===== src/rtl/power_gate_sequencer.sv =====
// ----------------------------------------------------------------------------
// power_gate_sequencer
//
// Power/clock gating sequencer for a downstream gated counter. A four-state
// Moore FSM (OFF, PWR_UP, ON, GATED) raises power first, then the clock after
// a fixed power-up delay. After a run of idle cycles it gates the clock, and
// after a further run of idle cycles it removes power. While the clock is
// gated, new work restores the clock immediately without a power-up delay.
//
// Parameters
//   PWR_UP_CYCLES : cycles power_enable is high before enable_clk rises (1..255)
//   IDLE_CYCLES   : consecutive idle cycles in ON before gating the clock (1..255)
//   SLEEP_CYCLES  : consecutive idle cycles in GATED before power-off (1..255)
//
// Ports
//   clk          : single clock, rising-edge
//   rst          : synchronous, active-high reset
//   activity     : work pending for the downstream counter
//   force_on     : software hold; wakes the domain and keeps it in ON
//   power_enable : power-gating control for the downstream counter
//   enable_clk   : clock-gating control for the downstream counter
//   ready        : high only in state ON
//   state        : current state, OFF=0 PWR_UP=1 ON=2 GATED=3
// ----------------------------------------------------------------------------
module power_gate_sequencer #(
    parameter int PWR_UP_CYCLES = 4,
    parameter int IDLE_CYCLES   = 16,
    parameter int SLEEP_CYCLES  = 8
) (
    input  logic       clk,
    input  logic       rst,
    input  logic       activity,
    input  logic       force_on,
    output logic       power_enable,
    output logic       enable_clk,
    output logic       ready,
    output logic [1:0] state
);

    typedef enum logic [1:0] {
        ST_OFF    = 2'd0,
        ST_PWR_UP = 2'd1,
        ST_ON     = 2'd2,
        ST_GATED  = 2'd3
    } state_e;

    // Terminal values for the 8-bit counters.
    localparam logic [7:0] PWR_LOAD   = 8'(PWR_UP_CYCLES - 1);
    localparam logic [7:0] IDLE_LAST  = 8'(IDLE_CYCLES - 1);
    localparam logic [7:0] SLEEP_LAST = 8'(SLEEP_CYCLES - 1);

    state_e     state_q, state_d;
    logic [7:0] pwr_cnt_q, pwr_cnt_d;
    logic [7:0] idle_cnt_q, idle_cnt_d;
    logic       wake;

    assign wake = activity | force_on;

    // ------------------------------------------------------------------------
    // Next-state and counter logic
    // ------------------------------------------------------------------------
    always_comb begin
        state_d    = state_q;
        pwr_cnt_d  = pwr_cnt_q;
        idle_cnt_d = idle_cnt_q;

        case (state_q)
            ST_OFF: begin
                if (wake) begin
                    state_d   = ST_PWR_UP;
                    pwr_cnt_d = PWR_LOAD;
                end
            end

            // Wake is ignored here: a started power-up always completes.
            // The count is loaded on entry, so reading 0 ends the phase
            // after exactly PWR_UP_CYCLES cycles.
            ST_PWR_UP: begin
                if (pwr_cnt_q == '0) begin
                    state_d    = ST_ON;
                    idle_cnt_d = '0;
                end else begin
                    pwr_cnt_d = pwr_cnt_q - 8'd1;
                end
            end

            // Wake is tested first so it wins over a coincident terminal
            // count; the counter then restarts instead of gating.
            ST_ON: begin
                if (wake) begin
                    idle_cnt_d = '0;
                end else if (idle_cnt_q == IDLE_LAST) begin
                    state_d    = ST_GATED;
                    idle_cnt_d = '0;
                end else begin
                    idle_cnt_d = idle_cnt_q + 8'd1;
                end
            end

            // Fast wake straight back to ON: power is still up.
            ST_GATED: begin
                if (wake) begin
                    state_d    = ST_ON;
                    idle_cnt_d = '0;
                end else if (idle_cnt_q == SLEEP_LAST) begin
                    state_d    = ST_OFF;
                    idle_cnt_d = '0;
                end else begin
                    idle_cnt_d = idle_cnt_q + 8'd1;
                end
            end

            default: begin
                state_d    = ST_OFF;
                pwr_cnt_d  = '0;
                idle_cnt_d = '0;
            end
        endcase
    end

    // ------------------------------------------------------------------------
    // State and counter registers
    // ------------------------------------------------------------------------
    always_ff @(posedge clk) begin
        if (rst) begin
            state_q    <= ST_OFF;
            pwr_cnt_q  <= '0;
            idle_cnt_q <= '0;
        end else begin
            state_q    <= state_d;
            pwr_cnt_q  <= pwr_cnt_d;
            idle_cnt_q <= idle_cnt_d;
        end
    end

    // ------------------------------------------------------------------------
    // Moore output decode: from the state register only
    // ------------------------------------------------------------------------
    always_comb begin
        power_enable = 1'b0;
        enable_clk   = 1'b0;
        ready        = 1'b0;
        case (state_q)
            ST_OFF: begin
                power_enable = 1'b0;
                enable_clk   = 1'b0;
            end
            ST_PWR_UP: begin
                power_enable = 1'b1;
                enable_clk   = 1'b0;
            end
            ST_ON: begin
                power_enable = 1'b1;
                enable_clk   = 1'b1;
                ready        = 1'b1;
            end
            ST_GATED: begin
                power_enable = 1'b1;
                enable_clk   = 1'b0;
            end
            default: begin
                power_enable = 1'b0;
                enable_clk   = 1'b0;
                ready        = 1'b0;
            end
        endcase
    end

    assign state = state_q;

endmodule


===== config.mk =====
export PLATFORM = sky130hd
export DESIGN_NAME = power_gate_sequencer
export DESIGN_NICKNAME = d
export VERILOG_FILES = /design/src/rtl/power_gate_sequencer.sv
export SDC_FILE = /design/constraint.sdc
export NUM_CORES = 1
export LEC_CHECK = 0
export ABC_AREA = 1
export BUFFER_PORTS_ARGS = -buffer_cell sky130_fd_sc_hd__clkbuf_2
export CORE_ASPECT_RATIO = 1.25
export CORE_MARGIN = 2
export CORE_UTILIZATION = 45
export CTS_CLUSTER_DIAMETER = 100
export CTS_CLUSTER_SIZE = 14
export DETAILED_ROUTE_END_ITERATION = 12
export GPL_TIMING_DRIVEN = 0
export MAX_ROUTING_LAYER = met4
export PLACE_DENSITY_LB_ADDON = 0.05
export SLEW_MARGIN = 10
export SYNTH_ARGS = -nofsm -noshare
export SYNTH_HDL_FRONTEND = slang
export SYNTH_SLANG_ARGS = --single-unit

===== constraint.sdc =====
create_clock -name clk -period 1.7 [get_ports clk]
set_clock_uncertainty 0.15 [all_clocks]
set_input_delay 0.34 -clock clk [delete_from_list [all_inputs] [get_ports clk]]
set_output_delay 0.34 -clock clk [all_outputs]
set_load 0.02 [all_outputs]

Word-level counts from Yosys, hierarchy flattened
Index checks and enable logic that the tools add are counted.

Bits in registers: 18. Output and inout port bits: 5. Logic and storage cells: 45.

Multiplexer cells: 19. Add/sub/neg operators: 2. Bitwise operators: 1. Equal/unequal tests: 11. Reduce and logical (&&, ||, !) cells: 9.

Operators by type and width (number): two-way mux 8 bit (7); one-hot mux 8 bit (3 select lines) (1); one-hot mux 8 bit (2 select lines) (1); two-way mux 2 bit (6); != test 2 bit (second input constant) (5); adder 8 x 1 -> 8 bit (second input constant) (1); == test 8 x 3 -> 1 bit (second input constant) (1); == test 8 x 4 -> 1 bit (second input constant) (1); zero test 8 bit (1); one-hot mux 2 bit (4 select lines) (1); subtractor 8 x 1 -> 8 bit (second input constant) (1); OR reduction 3 bit (2); AND reduction 5 bit (1); == test 2 bit (second input constant) (2); one-hot mux 1 bit (2 select lines) (2); != test 3 bit (second input constant) (1); AND reduction 3 bit (1); nonzero test 3 bit (1); == test 2 x 1 -> 1 bit (second input constant) (1); zero test 2 bit (1); AND reduction 2 bit (1); nonzero test 2 bit (1); two-way mux 1 bit (1); OR 1 bit (1).

Logic depth before layout (Yosys ltp)
Word-level depth: 4. Depth in mapped cells: 11. Depth with buffers taken out: 11.

Worst setup path after synthesis
No wires, ideal clock.

Path kind: reg2out. From: register state_q[1] (netlist: state[1]). To: output ready. Buffers on the path: 1. Path slack: 223 ps. Cell stages (with the launch flop): 4. Required time: 1210 ps. Arrival time: 987 ps. Cells stage by stage: dfxtp_1 -> nand2_1 -> inv_1 -> buf_4.

Longest elaborated chain between the ends: 2.

Ends and longest elaborated chain: start, declared (line 52) `state_e state_q, state_d;`; start signal, assigned (line 130) `state_q <= state_d;`; == test 2 bit (line 143) `case (state_q)`; two-way mux 1 bit (line 143); end, declared (line 36) `output logic ready,`.

No other way between the ends.

Final worst setup path
From: register state_q[0] (netlist: state[0]). To: output ready.

Same word-level chain as after synthesis.

==> flow_summary_export.csv <==
group,metric,value,unit
floorplanning,io_pins,9,
sta,final-hold-violation-count,0,
cells_and_area,post-route-util,52.4,%
placement,place_inst,210,
placement,place_ws,91.9,ps
worst_setup_path,cp_num_buf_inv,4,
yosys,muxShareOfSynthArea,0,%
sta,setup_tns,0,ps
yosys,ys_async_sr_fraction,0,%
clock_tree,cts_max_level,1,
yosys,yosysSeqAreaShare,32.6,%
route,vias,1021,
cells_and_area,antennaDiodeCount,0,
clock_tree,clk-insertion-delay-late,300,ps
yosys,synthFlopType,"dfxtp_1",
floorplanning,dieArea,2870,µm²
yosys,synthXorXnorAreaFrac,2.38,%
worst_setup_path,cpPeakStageDelay,390,ps
cells_and_area,multi_input_area,647,µm²
cells_and_area,nFillCells,275,
global_route,grt_max_degree,11,
sta,fin_ws,90.3,ps
global_route,globalRouteOverflowTotal,0,
yosys,synth_commonest_cells,"45 x nand2_1, 24 x inv_1, 21 x nor2_1, 18 x dfxtp_1",
power_and_ir_drop,p_comb_share,55.6,%
global_route,grt_pass1_wl,3790,µm
power_and_ir_drop,internal_power,1.06,mW
global_route,grt_util_all_layers,17.4,%
floorplanning,die_w,48.3,µm
global_route,antenna_found_initial,0,
worst_setup_path,path_delay_family,"flip-flops",
sta,tightest_slew,457,ps
yosys,syn-num-nets,178,
power_and_ir_drop,power_frac_seq,31.1,%
yosys,synth_compound_area_share,10.9,%
worst_setup_path,crit_fanout,5,
yosys,synth.area.top_cells,"dfxtp_1 33%, nand2_1 15%, inv_1 8.1%",
yosys,synth_cell_type_count,22,
status,outcome,"finished clean",
worst_setup_path,critPathArrivalTime,1120,ps
sta,finalCritPeriodShare,94.7,%
yosys,ys_ff_latch,18,
route,drtIter0Drc,8,
sta,drv_slew,0,
yosys,synth_top_family_by_area,"simple AND/OR/NAND/NOR gates",
route,drc_errors,0,
power_and_ir_drop,p_switching,971,µW
clock_tree,cts-root-buf,"clkbuf_4",
route,via_per_inst,4.75,
clock_tree,cts_made_buffers,3,
yosys,synth_adder_area_share,4.52,%
power_and_ir_drop,p_clk_share,13.3,%
placement,port_buffers,7,
yosys,yosys_warnings,0,
worst_setup_path,crit_chain,"inv_2, nand2_2, inv_1, buf_4, buf_2",
cells_and_area,final-seq-area,369,µm²
worst_setup_path,crit_path_start_kind,"register",
yosys,postSynthCellCount,170,
floorplanning,coreArea,2380,µm²
power_and_ir_drop,peakVddDrop,861,µV
worst_setup_path,critical_path_class,"register to primary output",
floorplanning,start_util,46.5,%
clock_tree,cts.path.max_buffers,2,
yosys,synth_edf_count,0,
yosys,mappedNetlistArea,1110,µm²
yosys,synth_most_common_cell,"nand2_1",
sta,slew_headroom,69.5,%
power_and_ir_drop,swShare,47.9,%
global_route,grt_pass1_vias,965,
sta,max_freq,621,MHz
sta,period_minus_slack,1610,ps
route,detail-route-antenna-nets,0,
placement,dp_hpwl,1660,µm
cells_and_area,layout.nets,191,
yosys,yosys.area_share.simple,39.8,%
min_path,hp-class,"input port to register",
run,drv_cap,0,
sta,setup_viol_count_final,0,
worst_setup_path,cp.required,1210,ps
clock_tree,hold_buffers,0,
clock_tree,cts_tree,"yes",
route,drtPass1Iterations,3,
floorplanning,die_h,59.4,µm
power_and_ir_drop,leakage,0.582,nW
sta,rsz0062_at_grt,"no",
yosys,yosys.area.top_type,"dfxtp_1",
cells_and_area,drive_gt1_share,22.5,%
yosys,syn_avg_cell_area,6.51,µm²
worst_setup_path,cp_slowest_cell,"dfxtp_4",
yosys,yosys.area.top_type_share,32.6,%
power_and_ir_drop,p_per_area,1630,nW/µm²
sta,finalHoldWorstSlack,292,ps
clock_tree,cts.sinks,18,
route,drt-wirelength-per-cell,9.84,µm
route,drt-total-wl,2120,µm
clock_tree,path_clk_slew,100,ps
worst_setup_path,rrSetupSlack,160,ps
placement,finalWeightedCongestion,0.769,
cells_and_area,layout.cells.non_filler,215,
cells_and_area,area_growth,12.6,%
worst_setup_path,endpoint_kind,"primary output",
floorplanning,num_rows,20,
layout by cell type, fill, tap and decap left out, types with 4 or more instances in the layout:
| cell type | Yosys | layout |
|---|---|---|
| nor2_1 | 21 | 20 |
| o21ai_0 | 4 | 4 |
| clkbuf_2 | 0 | 6 |
| inv_1 | 24 | 23 |
| nor2_2 | 8 | 9 |
| ha_1 | 4 | 4 |
| nand3_1 | 12 | 11 |
| nand2_1 | 45 | 44 |
| dfxtp_1 | 18 | 15 |
| nand2_2 | 6 | 7 |
| a21oi_1 | 12 | 12 |
area by class of cell:
type	instances	area share, %
well taps	33	3.32
flip-flops and latches	18	29.6
clock buffers	4	2.91
multi-input cells	124	52.0
inverters	26	7.84
repair buffers	8	3.42
plain buffers	2	0.905
power by group through the flow:
stage          registers, mW  clock network [mW]  logic, mW
2_1_floorplan          0.623                   0      0.869
3_3_place_gp           0.614                   0       1.09
3_5_place_dp           0.614                   0       1.11
4_1_cts                0.611               0.282       1.11
5_1_grt                0.652               0.300       1.28
6_report               0.630               0.270       1.13
state kept, by name, indices dropped and copies added (netlist names):
register    cells
idle_cnt_q      8
pwr_cnt_q       8
state           2
worst paths after layout:
kind	start	to	depth (start not counted)
hold / removal	rst	state[1]	2
setup reg to reg	pwr_cnt_q[0]	pwr_cnt_q[7]	9
hold reg to reg	pwr_cnt_q[0]	pwr_cnt_q[0]	1
setup / recovery	state[0]	ready	5
per-stage QoR:
stage                     area, µm²  total power, mW
final                          1240             2.03
after global routing           1240             2.23
after CTS                      1220             2.01
after detailed placement       1180             1.72
after global placement         1180             1.71
after floorplan                1110             1.49
cells by family after synthesis:
kind of cell	count (synthesis)
and+or+nand+nor	97
AOI/OAI and AO/OA	20
adders and majority gates	4
DFF	18
buffers and inverters	28
xor gates and xnor gates	3
layer usage:
layer | share of wire, % | routed length [µm] | global-route usage (%) | up-vias
met5 | 0 | 0 | - | -
met3 | 1.0 | 22 | 2.27 | 4
met4 | 1.4 | 30 | 7.35 | 0
met2 | 57 | 1220 | 34.7 | 3
li1 | - | - | - | 548
met1 | 40 | 845 | 17.0 | 466
what timing repair did:
item / 4_1_cts / 5_1_grt
pin swaps: 0 / 1
endpoints found under the setup margin: 1 / 14
resized for setup: 2 / 8
buffers inserted: 0 / 1
Note: power is estimated with default switching activity, not from simulation.
